[config.mk]
export PLATFORM = sky130hd
export DESIGN_NAME = reg_op_rr_scheduler
export DESIGN_NICKNAME = d
export VERILOG_FILES = /design/src/rtl/reg_op_rr_scheduler_pkg.sv /design/src/rtl/reg_op_rr_scheduler_rr_arbiter.sv /design/src/rtl/reg_op_rr_scheduler.sv
export SDC_FILE = /design/constraint.sdc
export NUM_CORES = 1
export LEC_CHECK = 0
export ABC_AREA = 0
export BUFFER_PORTS_ARGS = -buffer_cell sky130_fd_sc_hd__buf_4
export CAP_MARGIN = 20
export CORE_MARGIN = 3
export CORE_UTILIZATION = 51
export CTS_BUF_LIST = sky130_fd_sc_hd__clkbuf_8
export DETAILED_ROUTE_END_ITERATION = 7
export GPL_ROUTABILITY_DRIVEN = 0
export PLACE_DENSITY = 0.83
export SYNTH_ARGS = -nofsm -noshare
export SYNTH_HDL_FRONTEND = slang
export SYNTH_HIERARCHICAL = 1
export SYNTH_SLANG_ARGS = --single-unit
[constraint.sdc]
create_clock -name clk_i -period 3.4 [get_ports clk_i]
set_input_delay 0 -clock clk_i [delete_from_list [all_inputs] [get_ports clk_i]]
set_output_delay 0 -clock clk_i [all_outputs]
set_load 0.01 [all_outputs]
[src/rtl/reg_op_rr_scheduler_pkg.sv]
// Shared definitions for the round-robin register-op scheduler.
//   - Op codes driven onto the shared register's S select.
//   - Scheduler FSM state encoding.
package reg_op_rr_scheduler_pkg;

  localparam logic [1:0] OP_HOLD  = 2'b00;
  localparam logic [1:0] OP_CLEAR = 2'b01;
  localparam logic [1:0] OP_COMP  = 2'b10;
  localparam logic [1:0] OP_LOAD  = 2'b11;

  typedef enum logic [1:0] {
    StIdle    = 2'b00,
    StIssue   = 2'b01,
    StCapture = 2'b10
  } state_e;

endpackage

[src/rtl/reg_op_rr_scheduler_rr_arbiter.sv]
// Combinational round-robin arbiter (rr_arbiter).
// Picks the first set request searching upward from ptr_i, wrapping N-1 -> 0.
// Ports:
//   req_i   [N]   request vector
//   ptr_i   [IDW] search start index (always < N)
//   gnt_o   [N]   one-hot grant, zero when no request
//   id_o    [IDW] binary index of the granted requester
//   valid_o       any request present
module reg_op_rr_scheduler_rr_arbiter
  import reg_op_rr_scheduler_pkg::*;
#(
  parameter int unsigned N   = 4,
  parameter int unsigned IDW = 2
) (
  input  logic [N-1:0]   req_i,
  input  logic [IDW-1:0] ptr_i,
  output logic [N-1:0]   gnt_o,
  output logic [IDW-1:0] id_o,
  output logic           valid_o
);

  localparam logic [IDW:0] NumReq = (IDW + 1)'(N);

  logic [IDW:0]   idx_wide;
  logic [IDW-1:0] idx;
  logic           found;

  always_comb begin
    gnt_o    = '0;
    id_o     = '0;
    found    = 1'b0;
    idx_wide = '0;
    idx      = '0;
    for (int unsigned i = 0; i < N; i++) begin
      // ptr_i + i stays below 2N, so a single subtract performs the wrap.
      idx_wide = {1'b0, ptr_i} + (IDW + 1)'(i);
      if (idx_wide >= NumReq) begin
        idx_wide = idx_wide - NumReq;
      end
      idx = idx_wide[IDW-1:0];
      if (!found && req_i[idx]) begin
        found      = 1'b1;
        gnt_o[idx] = 1'b1;
        id_o       = idx;
      end
    end
    valid_o = found;
  end

endmodule

[src/rtl/reg_op_rr_scheduler.sv]
// Round-robin scheduler sharing one hold/clear/complement/load register among N requesters.
// A grant latches the requester's op/data, drives S/I for one cycle, then returns the updated
// register value as a one-cycle response.
// Optional feature macro: REG_OP_SCHED_HOLD_BYPASS_EN -- hold ops skip the ISSUE state.
// Ports:
//   clk_i, rst_i       clock, synchronous active-high reset
//   req_i [N]          per-requester request, held until granted
//   req_op_i [2N]      op of requester k at [2k+1:2k]
//   req_data_i [NW]    load data of requester k at [kW+W-1:kW]
//   gnt_o [N]          one-hot acceptance pulse
//   reg_s_o, reg_i_o   S select / I data to the shared register
//   reg_a_i            shared register output A
//   rsp_valid_o, rsp_id_o, rsp_data_o   response pulse, requester index, register value
//   busy_o             FSM not idle
module reg_op_rr_scheduler
  import reg_op_rr_scheduler_pkg::*;
#(
  parameter int unsigned N   = 4,
  parameter int unsigned W   = 4,
  parameter int unsigned IDW = 2
) (
  input  logic             clk_i,
  input  logic             rst_i,
  input  logic [N-1:0]     req_i,
  input  logic [2*N-1:0]   req_op_i,
  input  logic [N*W-1:0]   req_data_i,
  output logic [N-1:0]     gnt_o,
  output logic [1:0]       reg_s_o,
  output logic [W-1:0]     reg_i_o,
  input  logic [W-1:0]     reg_a_i,
  output logic             rsp_valid_o,
  output logic [IDW-1:0]   rsp_id_o,
  output logic [W-1:0]     rsp_data_o,
  output logic             busy_o
);

  state_e         state_q, state_d;
  logic [IDW-1:0] ptr_q, ptr_d;
  logic [IDW-1:0] id_q, id_d;
  logic [1:0]     op_q, op_d;
  logic [W-1:0]   data_q, data_d;
  logic           rsp_valid_q, rsp_valid_d;
  logic [IDW-1:0] rsp_id_q, rsp_id_d;
  logic [W-1:0]   rsp_data_q, rsp_data_d;

  logic [N-1:0]   arb_gnt;
  logic [IDW-1:0] arb_id;
  logic           arb_valid;
  logic [1:0]     sel_op;
  logic [W-1:0]   sel_data;
  logic           take;

  reg_op_rr_scheduler_rr_arbiter #(
    .N   (N),
    .IDW (IDW)
  ) u_arb (
    .req_i   (req_i),
    .ptr_i   (ptr_q),
    .gnt_o   (arb_gnt),
    .id_o    (arb_id),
    .valid_o (arb_valid)
  );

  // Select the winner's op and data from the flattened request buses.
  always_comb begin
    sel_op   = OP_HOLD;
    sel_data = '0;
    for (int unsigned k = 0; k < N; k++) begin
      if (arb_gnt[k]) begin
        sel_op   = req_op_i[2*k +: 2];
        sel_data = req_data_i[W*k +: W];
      end
    end
  end

  assign take = (state_q == StIdle) && arb_valid;

  // State register (also holds the datapath registers).
  always_ff @(posedge clk_i) begin
    if (rst_i) begin
      state_q     <= StIdle;
      ptr_q       <= '0;
      id_q        <= '0;
      op_q        <= OP_HOLD;
      data_q      <= '0;
      rsp_valid_q <= 1'b0;
      rsp_id_q    <= '0;
      rsp_data_q  <= '0;
    end else begin
      state_q     <= state_d;
      ptr_q       <= ptr_d;
      id_q        <= id_d;
      op_q        <= op_d;
      data_q      <= data_d;
      rsp_valid_q <= rsp_valid_d;
      rsp_id_q    <= rsp_id_d;
      rsp_data_q  <= rsp_data_d;
    end
  end

  // Next-state logic.
  always_comb begin
    state_d = state_q;
    unique case (state_q)
      StIdle: begin
        if (arb_valid) begin
`ifdef REG_OP_SCHED_HOLD_BYPASS_EN
          state_d = (sel_op == OP_HOLD) ? StCapture : StIssue;
`else
          state_d = StIssue;
`endif
        end
      end
      StIssue:   state_d = StCapture;
      StCapture: state_d = StIdle;
      default:   state_d = StIdle;
    endcase
  end

  // Datapath next values.
  always_comb begin
    ptr_d       = ptr_q;
    id_d        = id_q;
    op_d        = op_q;
    data_d      = data_q;
    rsp_valid_d = 1'b0;
    rsp_id_d    = rsp_id_q;
    rsp_data_d  = rsp_data_q;
    if (take) begin
      id_d  = arb_id;
      ptr_d = (arb_id == IDW'(N - 1)) ? '0 : arb_id + 1'b1;
      // Op/data only change when they will be issued, so reg_i keeps its last driven value.
      if (state_d == StIssue) begin
        op_d   = sel_op;
        data_d = sel_data;
      end
    end
    if (state_q == StCapture) begin
      rsp_valid_d = 1'b1;
      rsp_id_d    = id_q;
      rsp_data_d  = reg_a_i;
    end
  end

  // Outputs.
  always_comb begin
    gnt_o       = (state_q == StIdle && !rst_i) ? arb_gnt : '0;
    reg_s_o     = (state_q == StIssue) ? op_q : OP_HOLD;
    reg_i_o     = data_q;
    busy_o      = (state_q != StIdle);
    rsp_valid_o = rsp_valid_q;
    rsp_id_o    = rsp_id_q;
    rsp_data_o  = rsp_data_q;
  end

endmodule
# Word-level counts from Yosys, hierarchy flattened
# Cells that the tools add are included.
[word_totals]
out_inout_bits = 18
word_cells = 97
regBits = 19
[op_classes]
bitwise = 3
n_lt_le_gt_ge = 12
add_sub_neg = 8
n_eq_ne = 4
reduce_logical = 16
n_mux = 46
[ops]
columns = ["cell", "count"]
rows = [
  ["$mux W4", 9],
  ["$mux W2", 15],
  ["$mux W1", 13],
  ["$lt A2 B3 Y1 const B", 4],
  ["$or A4 B4 Y4", 3],
  ["$ge A3 B3 Y1 const B", 3],
  ["$logic_and A1 B1 Y1", 9],
  ["$bmux W1 S2", 4],
  ["$demux W1 S2", 4],
  ["$ge A2 B1 Y1 const B", 4],
  ["$sub A2 B1 Y2 const B", 4],
  ["$add A2 B2 Y3 const B", 2],
  ["$eq A2 B1 Y1 const B", 2],
  ["$eq A2 B2 Y1 const B", 2],
  ["$logic_not A1 Y1", 4],
  ["$pmux W2 S2", 1],
  ["$add A2 B1 Y3 const B", 1],
  ["$ge A2 B3 Y1 const B", 1],
  ["$add A2 B1 Y2 const B", 1],
  ["$logic_not A2 Y1", 1],
  ["$reduce_and A2 Y1", 1],
  ["$reduce_bool A2 Y1", 1],
]

# Logic depth before layout (Yosys ltp)
[logic_depth]
ltp_word = 18
ltp_mapped = 12

# By module
# The synthesis kept the hierarchy.
[by_module_without_submodules]
columns = ["mod", "area_per_inst_um2", "n_inst", "cells_per_inst"]
rows = [
  ["reg_op_rr_scheduler", 973.4, 1, 109],
  ["reg_op_rr_scheduler_rr_arbiter", 421.7, 1, 45],
]

# Least setup slack after synthesis
# Ideal clock, no wire load.
[synth_path]
path_kind = "register to register"
from = "reg ptr_q[0]"
to = "reg data_q[1] (netlist: reg_i_o[1])"
period_less_slack_ns = 2.837
t_required_ns = 3.312
setup_slack_ns = 0.563
arrival_time_ns = 2.748
stages_incl_launch_ff = 13
path_cell_list = "dfxtp_1 buf_6 inv_1 ha_1 mux4_2 buf_6 and2b_2 a22oi_1 o21ai_0 buf_4 a21oi_1 a221o_1 a311oi_2"
[synth_rtl]
columns = ["item", "line_no", "rtl"]
rows = [
  ["start: declaration", "reg_op_rr_scheduler.sv:38", "logic [IDW-1:0] ptr_q, ptr_d;"],
  ["start signal: assignment", "reg_op_rr_scheduler.sv:91", "ptr_q <= ptr_d;"],
  ["branches (longest 13 deep; another with $add A2 B1 Y3)", "-", ""],
  ["$mux W4 (*)", "reg_op_rr_scheduler_rr_arbiter.sv:41", "if (!found && req_i[idx]) begin"],
  ["net arb_gnt[2]", "reg_op_rr_scheduler.sv:46", "logic [N-1:0] arb_gnt;"],
  ["$mux W4 (*) (2 in series)", "reg_op_rr_scheduler.sv:69", "if (arb_gnt[k]) begin"],
  ["end signal: assignment", "reg_op_rr_scheduler.sv:94", "data_q <= data_d;"],
  ["end: declaration", "reg_op_rr_scheduler.sv:41", "logic [W-1:0] data_q, data_d;"],
]
# Mark *: on every way through the listed nets, which the timed path passes. The select of a mux whose other input is x is not followed.
# A chain may end at the register's enable or synchronous reset.

# Worst setup path after layout
[layout_path]
from = "reg ptr_q[1]"
to = "reg data_q[3] (netlist: reg_i_o[3])"
# The elaborated chain is that of the path after synthesis.

==> parameters.txt <==
Parameter                              Value

Critical path
  Max stage delay cell, worst path ... dfxtp_1
  CP endpoint kind ... register
  Worst EP required ... 3550 ps
  Start-to-end type of the worst setup path ... reg -> reg
  Path depth of the worst reg2reg path ... 11
  Logic depth of the worst setup path including buffers ... 11
  Buffer and inverter count on the worst path ... 3
  CP peak stage delay ... 520 ps
  Startpoint kind of the worst setup timing path ... register
  CP delay by family, top ... compound AO/OA/AOI/OAI gates
  Worst-path maximum fanout ... 13
  Crit path DAT ... 3290 ps
  Reg2Reg Setup Slack ... 260 ps
  Dominant cell type by count on the critical path ... buf_4
  Sequence of cells on the critical path ... inv_1 > ha_1 > mux4_2 > buf_4 > nor4b_4 > a22oi_1 > o21ai_0 > buf_4 > a21oi_1 > a221o_1 > a311oi_2

STA
  Worst hold slack after final layout ... 3.62 ps
  Post-layout minimum cycle time ... 3140 ps
  Final setup viols ... 0
  Post-route fraction of the period consumed by the critical path ... 92.3%
  Setup repair after global routing missed its margin ... false
  Transition time at the pin with the least slew margin ... 775 ps
  Number of failing hold endpoints at the final stage ... 0
  Clock skew after layout ... 2.03 ps
  Setup TNS Final ... 0 ps
  Final Max Slew Viols ... 0
  Slew headroom ... 48.3%
  Fmax ... 319 MHz

CTS
  Clock Tree Root ... clkbuf_8
  H-tree depth ... 1
  Clock-pin slew on the worst setup and hold paths ... 70 ps
  Num Clock Sinks ... 19
  Clock Tree Buf Depth ... 2
  Setup Fix Bufs, Post-CTS ... 0
  Number of clock buffers inserted by TritonCTS ... 3
  Clk_lat worst skew ... 240 ps
  TritonCTS clock tree ... done

Power
  Largest vdd supply drop ... 484 uV
  Leakage dissipation ... 0.806 nW
  Power density of the placed cells ... 726 mW/mm2

Job
  # Max-Cap Violations ... 0

Global routing
  GRT overflow ... 0
  Global-route usage over all layers ... 20.0%
  Largest net degree at the start of global routing ... 20
  Via count of the first global-routing pass ... 1,283
  Initial antenna violation count ... 0
  Global-route wire length before repair ... 5.48 mm

Worst hold path
  Worst hold path type ... in -> reg
  Worst hold stages ... 3

Floorplan
  DIE AREA ... 0.00340 mm2
  Vert. Die Dim ... 58.3 um
  I/O Pins ... 52
  Floorplan Core Area ... 0.00254 mm2
  Horizontal die dimension ... 58.3 um
  Placement row count ... 18
  Effective utilization at floorplan ... 54.8%

Drt
  Drt wl/cell ... 13.9 um
  Via count of the routed design ... 1,331
  Via density per instance ... 5.64
  DRC violation count after routing ... 0
  Detailed-route wire length ... 3.29 mm
  Number of routed nets with antenna violations ... 0
  Count of TritonRoute iterations in the first routing pass ... 4
  DRT iter0 DRCs ... 51

Layout
  Net count of the finished layout ... 247
  Layout area overhead ... 31.4%
  Fraction of layout cells with a size suffix above 1 ... 35.9%
  Fraction of the core area covered by cells at the end of the flow ... 72.0%
  Number of antenna cells inserted ... 0

Yosys
  Post-Syn Area ... 0.00140 mm2
  Net Count, Synth ... 194
  Gate count after technology mapping ... 154
  Yosys warns ... 6
  Mean area per synthesized cell ... 9.06 um2
  Register bit count reported by yosys ... 19
  Netlist cell types ... 36
  Share of synthesized area occupied by flip-flops and latches ... 27.3%

Placement
  Buffers on Ports ... 51
  Half-perimeter wire length of the detailed placement result ... 2.68 mm

Run status
  Outcome ... completed
-- sequential cells by signal, indices dropped and copies added, names as in the netlist --
register     flops
rsp_valid_o      1
reg_i_o          4
rsp_data_o       4
id_q             2
op_q             2
state_q          2
rsp_id_o         2
ptr_q            2
-- per-stage QoR --
| stage | power (mW) | instance area [um2] | cells | worst slack [ps] |
|---|---|---|---|---|
| 2_1_floorplan | 1.00 | 1400 | 154 | 563 |
| 3_3_place_gp | 1.14 | 1750 | 229 | 242 |
| 3_5_place_dp | 1.17 | 1760 | 230 | -3.87 |
| 4_1_cts | 1.33 | 1830 | 236 | 98.1 |
| 5_1_grt | 1.45 | 1830 | 236 | 31.4 |
| 6_report | 1.33 | 1830 | 236 | 260 |
-- path summary, 6_finish.rpt --
kind                  from            end
max               ptr_q[1]     reg_i_o[3]
min             reg_a_i[0]  rsp_data_o[0]
max reg2reg       ptr_q[1]     reg_i_o[3]
min reg2reg  rsp_data_o[0]  rsp_data_o[0]
-- power breakdown --
part	leakage (nW)	total (mW)	switching [mW]	internal [mW]
Sequential	0.156	0.324	0.0434	0.280
Combinational	0.625	0.858	0.442	0.416
Clock	0.0255	0.149	0.0680	0.0811
Total	0.806	1.33	0.553	0.777
-- cell families (layout without fill, tap and decap cells) --
logic type / count (synthesis) / count (layout) / synth area share, %
and+or+nand+nor: 59 / 59 / 23.7
DFF: 19 / 19 / 27.3
buffers and inverters: 18 / 70 / 8.43
adders and majority gates: 6 / 6 / 5.38
muxes: 11 / 11 / 12.1
AOI/OAI and AO/OA: 41 / 41 / 23.1
-- tightest hold or removal path, cell delays in order --
cell and delay, ps:
buf_4 110, nand2_1 50, a21oi_1 50
-- cell usage after synthesis, drive strengths merged --
library cell	n	share of area (%)
mux4	4	7.0
a21oi	12	4.3
a22oi	8	4.3
a32o	1	0.72
nor4b	1	1.7
a311oi	6	6.0
o211ai	1	0.54
nor2	16	4.3
buf	6	4.6
o31ai	1	0.54
nor4	1	0.45
inv	9	2.4
nand3b	6	3.2
nand2	18	4.8
mux2i	6	4.3
dfxtp	19	27
ha	6	5.4
o21ai	5	1.8
and2b	1	0.63
o221ai	1	0.63
nor2b	2	0.90
or2	1	0.45
nor3	1	0.36
dlymetal6s2s	1	0.90
a221o	6	4.3
mux2	1	0.81
and3b	2	1.3
clkbuf	2	0.54
nor3b	2	1.9
and2	5	2.3
nand2b	3	1.3
-- cells in the final DEF (no fill, tap or decap) --
cell and count:
a21oi_1 12, a221o_1 6, a22oi_1 8, a311oi_1 1
a311oi_2 5, a32o_1 1, and2_1 4, and2_2 1
and2b_2 1, and3b_1 2, buf_2 1, buf_4 54
clkbuf_8 3, clkinv_2 1, dfxtp_1 19, dlygate4sd3_1 2
ha_1 6, inv_1 9, mux2_2 1, mux2i_1 6
mux4_1 2, mux4_2 2, nand2_1 18, nand2b_1 3
nand3b_1 6, nor2_1 16, nor2b_1 2, nor3_1 1
nor3b_1 1, nor3b_4 1, nor4_1 1, nor4b_4 1
o211ai_1 1, o21ai_0 3, o21ai_2 2, o221ai_1 1
o31ai_1 1, or2_2 1
-- what timing repair did --
item | 4_1_cts | 5_1_grt
gates resized for setup | 1 | 3
pin swaps | 0 | 0
hold buffers | 2 | 0
setup endpoints to repair | 2 | 6
endpoints found under the hold margin | 2 | 0
-- cell type report --
class / instances / area (um2)
multi-input combinational: 117 / 905
fill: 203 / 712
timing repair buffer: 57 / 430
sequential: 19 / 380
clock buffer: 3 / 41.3
tap: 30 / 37.5
inverter: 9 / 33.8
clock inverter: 1 / 5.00
-- metal layers --
layer / part of all wire [%] / up-vias / GRT usage, %
li1: - / 672 / -
met1: 41 / 617 / 22.8
met2: 53 / 36 / 38.1
met3: 3.4 / 6 / 3.07
met4: 1.8 / 0 / 5.30
met5: 0 / - / 0
Power figures use the tool's default switching activity.
